[src/rtl/aes_pkg.sv]
// rtl/aes_pkg.sv - shared AES block/word geometry and result-writer state encoding
package aes_pkg;

   localparam int AES_BLOCK_W         = 128;
   localparam int AES_WORD_W          = 32;
   localparam int AES_WORDS_PER_BLOCK = 4;

   typedef enum logic [1:0] {
      WR_IDLE  = 2'd0,
      WR_ARMED = 2'd1,
      WR_WRITE = 2'd2,
      WR_DONE  = 2'd3
   } wr_state_e;

   // Word 0 is the most significant word of the block.
   function automatic logic [AES_WORD_W-1:0] block_word(input logic [AES_BLOCK_W-1:0] blk,
                                                        input logic [1:0]             k);
      return blk[AES_BLOCK_W-1-AES_WORD_W*int'(k) -: AES_WORD_W];
   endfunction

endpackage

[src/rtl/aes_result_writer_if.sv]
// rtl/aes_result_writer_if.sv - BRAM write-port bundle between result writer and memory
interface aes_result_writer_if
   import aes_pkg::*;
#(
   parameter int ADDR_W = 32
);
   logic                  bram_en;
   logic [3:0]            bram_we;
   logic [ADDR_W-1:0]     bram_addr;
   logic [AES_WORD_W-1:0] bram_wdata;
   logic                  bram_ready;

   modport master (output bram_en, bram_we, bram_addr, bram_wdata, input bram_ready);
   modport slave  (input bram_en, bram_we, bram_addr, bram_wdata, output bram_ready);
endinterface

[src/rtl/aes_result_fifo.sv]
// rtl/aes_result_fifo.sv - synchronous result FIFO, head visible combinationally on pop_data
module aes_result_fifo #(
   parameter int DEPTH = 2,
   parameter int WIDTH = 128
) (
   input  logic             clk,
   input  logic             rst_n,
   input  logic             flush,
   input  logic             push,
   input  logic [WIDTH-1:0] push_data,
   input  logic             pop,
   output logic [WIDTH-1:0] pop_data,
   output logic             full,
   output logic             empty
);
   localparam int AW = $clog2(DEPTH);

   logic [AW:0]      wr_ptr_q, wr_ptr_d;
   logic [AW:0]      rd_ptr_q, rd_ptr_d;
   logic [WIDTH-1:0] mem_q [DEPTH];

   always_comb begin
      wr_ptr_d = wr_ptr_q;
      rd_ptr_d = rd_ptr_q;
      if (flush) begin
         wr_ptr_d = '0;
         rd_ptr_d = '0;
      end else begin
         if (push) wr_ptr_d = wr_ptr_q + (AW+1)'(1);
         if (pop)  rd_ptr_d = rd_ptr_q + (AW+1)'(1);
      end
   end

   always_ff @(posedge clk or negedge rst_n) begin
      if (!rst_n) begin
         wr_ptr_q <= '0;
         rd_ptr_q <= '0;
      end else begin
         wr_ptr_q <= wr_ptr_d;
         rd_ptr_q <= rd_ptr_d;
      end
   end

   // A push into a full FIFO only happens alongside a pop, so overwriting the head slot is safe.
   always_ff @(posedge clk) begin
      if (push && !flush) mem_q[wr_ptr_q[AW-1:0]] <= push_data;
   end

   assign pop_data = mem_q[rd_ptr_q[AW-1:0]];
   assign empty    = (wr_ptr_q == rd_ptr_q);
   assign full     = (wr_ptr_q[AW] != rd_ptr_q[AW]) && (wr_ptr_q[AW-1:0] == rd_ptr_q[AW-1:0]);
endmodule

[src/rtl/aes_result_writer.sv]
// rtl/aes_result_writer.sv - buffers 128-bit AES results and writes them to BRAM as four 32-bit words
module aes_result_writer
   import aes_pkg::*;
#(
   parameter int FIFO_DEPTH = 2,
   parameter int ADDR_W     = 32
) (
   input  logic                   aes_clk,
   input  logic                   aes_rst_n,
   input  logic                   wr_start,
   input  logic [ADDR_W-1:0]      wr_addr_start,
   input  logic [31:0]            wr_num_chunks,
   input  logic                   result_valid,
   input  logic [AES_BLOCK_W-1:0] result_data,
   aes_result_writer_if.master    bram,
   output logic                   wr_busy,
   output logic                   wr_done,
   output logic                   wr_overflow
);
   localparam logic [1:0] LAST_WORD = 2'(AES_WORDS_PER_BLOCK - 1);

   wr_state_e              state_q, state_d;
   logic [ADDR_W-1:0]      addr_ptr_q, addr_ptr_d;
   logic [31:0]            chunk_rem_q, chunk_rem_d;
   logic [1:0]             k_q, k_d;
   logic                   overflow_q, overflow_d;
   logic                   zero_pend_q, zero_pend_d;
   logic                   fifo_push, fifo_pop, fifo_flush, fifo_full, fifo_empty;
   logic [AES_BLOCK_W-1:0] fifo_head;
   logic                   active, bram_en, xfer;

   assign active  = (state_q == WR_ARMED) || (state_q == WR_WRITE);
   assign bram_en = (state_q == WR_WRITE);
   assign xfer    = bram_en && bram.bram_ready;

   always_comb begin
      state_d     = state_q;
      addr_ptr_d  = addr_ptr_q;
      chunk_rem_d = chunk_rem_q;
      k_d         = k_q;
      overflow_d  = overflow_q;
      zero_pend_d = zero_pend_q;
      fifo_pop    = 1'b0;
      fifo_flush  = 1'b0;
      fifo_push   = 1'b0;
      unique case (state_q)
         WR_IDLE: begin
            // An empty job spends one extra cycle in IDLE so wr_done lands two cycles after wr_start.
            if (zero_pend_q) begin
               zero_pend_d = 1'b0;
               state_d     = WR_DONE;
            end else if (wr_start) begin
               addr_ptr_d  = wr_addr_start;
               chunk_rem_d = wr_num_chunks;
               overflow_d  = 1'b0;
               k_d         = '0;
               if (wr_num_chunks == '0) zero_pend_d = 1'b1;
               else                     state_d     = WR_ARMED;
            end
         end
         WR_ARMED: begin
            if (!fifo_empty) begin
               state_d = WR_WRITE;
               k_d     = '0;
            end
         end
         WR_WRITE: begin
            if (xfer) begin
               addr_ptr_d = addr_ptr_q + ADDR_W'(4);
               k_d        = k_q + 2'd1;
               if (k_q == LAST_WORD) begin
                  fifo_pop    = 1'b1;
                  chunk_rem_d = chunk_rem_q - 32'd1;
                  state_d     = (chunk_rem_q == 32'd1) ? WR_DONE : WR_ARMED;
               end
            end
         end
         WR_DONE: begin
            fifo_flush = 1'b1;
            state_d    = WR_IDLE;
         end
         default: state_d = WR_IDLE;
      endcase
      if (active && result_valid) begin
         if (!fifo_full || fifo_pop) fifo_push  = 1'b1;
         else                        overflow_d = 1'b1;
      end
   end

   always_ff @(posedge aes_clk or negedge aes_rst_n) begin
      if (!aes_rst_n) begin
         state_q     <= WR_IDLE;
         addr_ptr_q  <= '0;
         chunk_rem_q <= '0;
         k_q         <= '0;
         overflow_q  <= 1'b0;
         zero_pend_q <= 1'b0;
      end else begin
         state_q     <= state_d;
         addr_ptr_q  <= addr_ptr_d;
         chunk_rem_q <= chunk_rem_d;
         k_q         <= k_d;
         overflow_q  <= overflow_d;
         zero_pend_q <= zero_pend_d;
      end
   end

   aes_result_fifo #(
      .DEPTH (FIFO_DEPTH),
      .WIDTH (AES_BLOCK_W)
   ) u_fifo (
      .clk       (aes_clk),
      .rst_n     (aes_rst_n),
      .flush     (fifo_flush),
      .push      (fifo_push),
      .push_data (result_data),
      .pop       (fifo_pop),
      .pop_data  (fifo_head),
      .full      (fifo_full),
      .empty     (fifo_empty)
   );

   assign bram.bram_en    = bram_en;
   assign bram.bram_we    = {4{bram_en}};
   assign bram.bram_addr  = bram_en ? addr_ptr_q : '0;
   assign bram.bram_wdata = bram_en ? block_word(fifo_head, k_q) : '0;

   assign wr_busy     = active;
   assign wr_done     = (state_q == WR_DONE);
   assign wr_overflow = overflow_q;
endmodule

[src/flat_wrapper.sv]
// flat-port wrapper written by rule: the top's interface ports become plain ports
module aes_result_writer_flat import aes_pkg::*;
#(
   parameter int FIFO_DEPTH = 2,
   parameter int ADDR_W     = 32
)
  (aes_clk, aes_rst_n, wr_start, wr_addr_start, wr_num_chunks, result_valid, result_data, wr_busy, wr_done, wr_overflow, bram_bram_en, bram_bram_we, bram_bram_addr, bram_bram_wdata, bram_bram_ready);
  aes_result_writer_if #(.ADDR_W(ADDR_W)) bram_i ();
  input  logic aes_clk;
  input  logic aes_rst_n;
  input  logic wr_start;
  input  logic [ADDR_W-1:0] wr_addr_start;
  input  logic [31:0] wr_num_chunks;
  input  logic result_valid;
  input  logic [AES_BLOCK_W-1:0] result_data;
  output logic wr_busy;
  output logic wr_done;
  output logic wr_overflow;
  output wire logic [$bits(bram_i.bram_en)-1:0] bram_bram_en;
  output wire logic [$bits(bram_i.bram_we)-1:0] bram_bram_we;
  output wire logic [$bits(bram_i.bram_addr)-1:0] bram_bram_addr;
  output wire logic [$bits(bram_i.bram_wdata)-1:0] bram_bram_wdata;
  input wire logic [$bits(bram_i.bram_ready)-1:0] bram_bram_ready;
  assign bram_bram_en = bram_i.bram_en;
  assign bram_bram_we = bram_i.bram_we;
  assign bram_bram_addr = bram_i.bram_addr;
  assign bram_bram_wdata = bram_i.bram_wdata;
  assign bram_i.bram_ready = bram_bram_ready;
  aes_result_writer #(.FIFO_DEPTH(FIFO_DEPTH), .ADDR_W(ADDR_W)) u_core (.aes_clk(aes_clk), .aes_rst_n(aes_rst_n), .wr_start(wr_start), .wr_addr_start(wr_addr_start), .wr_num_chunks(wr_num_chunks), .result_valid(result_valid), .result_data(result_data), .bram(bram_i), .wr_busy(wr_busy), .wr_done(wr_done), .wr_overflow(wr_overflow));
endmodule
[config.mk]
export PLATFORM = sky130hd
export DESIGN_NAME = aes_result_writer_flat
export DESIGN_NICKNAME = d
export VERILOG_FILES = /design/src/rtl/aes_pkg.sv /design/src/rtl/aes_result_writer_if.sv /design/src/rtl/aes_result_fifo.sv /design/src/rtl/aes_result_writer.sv /design/src/flat_wrapper.sv
export SDC_FILE = /design/constraint.sdc
export NUM_CORES = 1
export LEC_CHECK = 0
export BUFFER_PORTS_ARGS = -buffer_cell sky130_fd_sc_hd__buf_2
export CAP_MARGIN = 5
export CELL_PAD_IN_SITES_DETAIL_PLACEMENT = 1
export CELL_PAD_IN_SITES_GLOBAL_PLACEMENT = 1
export CORE_MARGIN = 2
export CORE_UTILIZATION = 30
export DETAILED_ROUTE_END_ITERATION = 12
export PLACE_DENSITY_LB_ADDON = 0.05
export REMOVE_ABC_BUFFERS = 1
export SLEW_MARGIN = 10
export SYNTH_ARGS = -nofsm -noshare
export SYNTH_HDL_FRONTEND = slang
export SYNTH_HIERARCHICAL = 1
export SYNTH_SLANG_ARGS = --single-unit
[constraint.sdc]
create_clock -name aes_clk -period 15.7 [get_ports aes_clk]
set_input_delay 1.57 -clock aes_clk [delete_from_list [all_inputs] [get_ports aes_clk]]
set_output_delay 1.57 -clock aes_clk [all_outputs]
set_load 0.01 [all_outputs]
==> out/metrics.csv <==
stage;metric;value;unit
status;outcome;complete, no violations;
synth;FFs w/ async S/R, synth;22.4;%
sta;# setup viols final;0;
floorplanning;Ports;269;
critical_path;FF-to-FF path depth;7;
power_and_ir_drop;Sw Share;33.7;%
routing;initial DRC count;386;
cts;clk buf depth;3;
routing;antenna-violating nets left;0;
finish;layout cells sized above 1;37.6;%
synth;cells after synthesis;1083;
sta;final period utilization;37.4;%
cts;Clock Latency Late Sink;0.57;ns
cts;total CTS buffers;41;
run;# Max-Cap Violations;0;
finish;Final #Nets;1545;
routing;Via-to-Cell Ratio;4.89;
cts;CTS Hold Bufs;0;
sta;Slew @ Worst Pin;0.997;ns
critical_path;Critical Path End Type;output pin;
finish;Layout area overhead;21.7;%
hold_path;Min-Delay Path Class;flop to flop;
synth;Commonest cells post-synth;edfxtp_1, mux2_4, dfrtp_1;
sta;Final Worst Setup Slack;9.83;ns
cts;Root Driver;clkbuf_16;
critical_path;Top cell by count, worst path;buf_4;
global_routing;initial antenna violation count;16;
floorplanning;core area;51200;um2
sta;FMAX;0.170;GHz
routing;drt pass-1 iters;4;
critical_path;CP Buf/Inv Count;3;
floorplanning;site row count;83;
sta;RSZ-0062 raised after global routing;false;
critical_path;flop2flop setup slack;10.81;ns
floorplanning;Starting Density;30.3;%
synth;Distinct cells, synth;69;
cts;number of clock sinks;330;
critical_path;Reg-to-Reg End;u_core/u_fifo/mem_q[1][2]$_DFFE_PP_;
critical_path;worst setup path start;u_core/u_fifo/rd_ptr_q[0]$_DFFE_PN0P_;
global_routing;GRT Total Usage;15.7;%
critical_path;CP Max Fanout;45;
synth;post-synthesis register bit count;330;
global_routing;vias in the first global route;10723;
cts;TritonCTS clock tree;yes;
cts;clk slew on worst S/H paths;0.06;ns
global_routing;gr ovfl total;0;
critical_path;CP arrival;4.30;ns
sta;Setup TNS;0;ns
critical_path;Top delay family on crit path;buffers and inverters;
routing;Detailed Route WL;42.0;mm
power_and_ir_drop;Comb pwr share;30.5;%
synth;Mapped Avg Cell Area;14.3;um2
cts;Post-CTS Resized;0;
finish;fin area;18900;um2
critical_path;Levels on crit path;6;
power_and_ir_drop;Reg power frac;41.2;%
floorplanning;die height;231;um
floorplanning;die area;53500;um2
routing;via count;10080;
global_routing;largest net degree at the start of global routing;129;
power_and_ir_drop;PD cells;177;nW/um2
finish;fillers;5410;
sta;Slew HR;33.3;%
sta;Worst Skew;0.0106;ns
synth;top post-synthesis cells by area;edfxtp_1, dfrtp_1, mux2_4;
synth;Main synth FF type;edfxtp_1;
sta;final hold violation count;0;
critical_path;crit-path max cell delay;0.92;ns
power_and_ir_drop;Leak;7.04;nW
synth;most common cell in the netlist;edfxtp_1;
synth;largest area contributor in the netlist;edfxtp_1;
cts;number of setup buffers added after CTS;0;
synth;number of flops mapped to enable cells by yosys;256;
synth;post-synthesis instance area;15500;um2
power_and_ir_drop;switching pwr;1.12;mW
placed_design;Post-DP HPWL;26.4;mm
power_and_ir_drop;Clk pwr share;28.4;%
synth;Synth top area share;49.6;%
cts;H-tree depth;2;
critical_path;Startpoint Class;flop;
critical_path;CP required;14.13;ns
critical_path;CP max stage cell;dfrtp_4;
power_and_ir_drop;peak supply drop;0.0000997;V
sta;Final Max Tran Viols;0;
critical_path;crit-path cells;buf_4 -> buf_4 -> mux2_2 -> mux4_2 -> and2_1 -> buf_2;
placed_design;I/O Buffers;268;
placed_design;DP Area;17500;um2
placed_design;GPL Wtd Cong;0.739;
power_and_ir_drop;Pint;2.21;mW
critical_path;type of the worst setup path;flop to output pin;
global_routing;first-pass GRT wire length;64.2;mm
synth;Yosys Warn Count;6;
synth;post-synthesis sequential area ratio;61.6;%
routing;DRC;0;
critical_path;r2r startpoint;u_core/u_fifo/rd_ptr_q[0]$_DFFE_PN0P_;
hold_path;HP Start;u_core/addr_ptr_q[1]$_DFFE_PN0P_;
routing;post-DR wirelength/cell;20.4;um
floorplanning;DIE WIDTH;231;um
sta;Tmin final;5.87;ns
critical_path;CP endpoint;bram_bram_wdata[0];
placed_design;pre-CTS setup slack;10.37;ns
metrics by stage:
step	utilization, %	std cells	total power [mW]	hold WS (ns)
after CTS	36.8	2051	3.41	0.479
final	36.8	2060	3.34	0.475
after floorplan	-	1014	2.07	0.438
after global routing	36.8	2052	3.56	0.512
after global placement	34.2	1977	2.42	0.450
after detailed placement	34.2	1977	2.43	0.465
cell usage in the layout, fill, tap and decap left out, types with 16 or more instances in the layout:
cell | synthesis | final
buf_2 | 9 | 267
inv_1 | 16 | 16
dfrtp_1 | 74 | 71
mux4_2 | 32 | 32
edfxtp_1 | 256 | 256
o21ai_0 | 24 | 24
clkbuf_16 | 0 | 42
mux2_4 | 77 | 77
nor3_1 | 16 | 16
nor2_1 | 39 | 39
nand3_1 | 22 | 22
o22ai_1 | 21 | 21
nand2_1 | 58 | 58
nand4_1 | 21 | 21
nor4_1 | 22 | 21
a21oi_1 | 61 | 61
mux2_2 | 51 | 51
and2_1 | 60 | 60
logic make-up after synthesis:
family / after synthesis / synth area share [%]
fa+ha+maj: 8 / 0.646
flops: 330 / 61.6
xor+xnor: 4 / 0.226
simple gates: 290 / 10.1
buf+inv: 86 / 2.76
compound gates: 196 / 8.28
mux: 169 / 16.4
worst register-to-register path: cells and delay by family (launching register included):
kind / cells / cell delay [ns]
buffers and inverters: 3 / 2.15
DFF: 1 / 0.92
and+or+nand+nor: 2 / 0.73
AOI/OAI and AO/OA: 1 / 0.36
xor gates and xnor gates: 1 / 0.32
registers in the layout (all words and copies together), names as in the netlist:
name                    cells
u_core/addr_ptr_q          32
u_core/chunk_rem_q         32
u_core/k_q                  2
u_core/state_q              2
u_core/u_fifo/mem_q       256
u_core/u_fifo/rd_ptr_q      2
u_core/u_fifo/wr_ptr_q      2
u_core/wr_overflow          1
u_core/zero_pend_q          1
worst min-delay path by stage:
stage,endpoint,slack [ns],cells past startpoint
floorplan,u_core/addr_ptr_q[0]$_DFFE_PN0P_,0.44,2
global placement,u_core/addr_ptr_q[1]$_DFFE_PN0P_,0.45,2
detailed placement,u_core/addr_ptr_q[0]$_DFFE_PN0P_,0.46,2
CTS,u_core/addr_ptr_q[0]$_DFFE_PN0P_,0.48,2
global route,u_core/addr_ptr_q[0]$_DFFE_PN0P_,0.51,2
finish,u_core/addr_ptr_q[1]$_DFFE_PN0P_,0.48,2
final cells by class:
type	instances	area [um2]	share of cell area (%)
inverter	17	63.8	0.338
multi-input combinational	667	5570	29.6
clock inverter	21	243	1.29
sequential	330	9550	50.6
timing repair buffer	283	1470	7.79
tap	680	851	4.51
clock buffer	53	1090	5.79
antenna	9	22.5	0.119
power groups by stage:
stage	sequential (mW)	combinational [mW]	clock, mW
detailed placement	1.39	1.04	0
floorplan	1.40	0.678	0
global route	1.41	1.14	1.02
finish	1.37	1.02	0.947
CTS	1.38	1.04	0.986
global placement	1.39	1.03	0
per-layer routing:
metal	routed length, um	global-route usage, %
met5	136	0
met4	754	4.33
met3	2630	4.71
met2	20100	26.3
met1	18400	19.6
(Power assumes the default switching activity.)
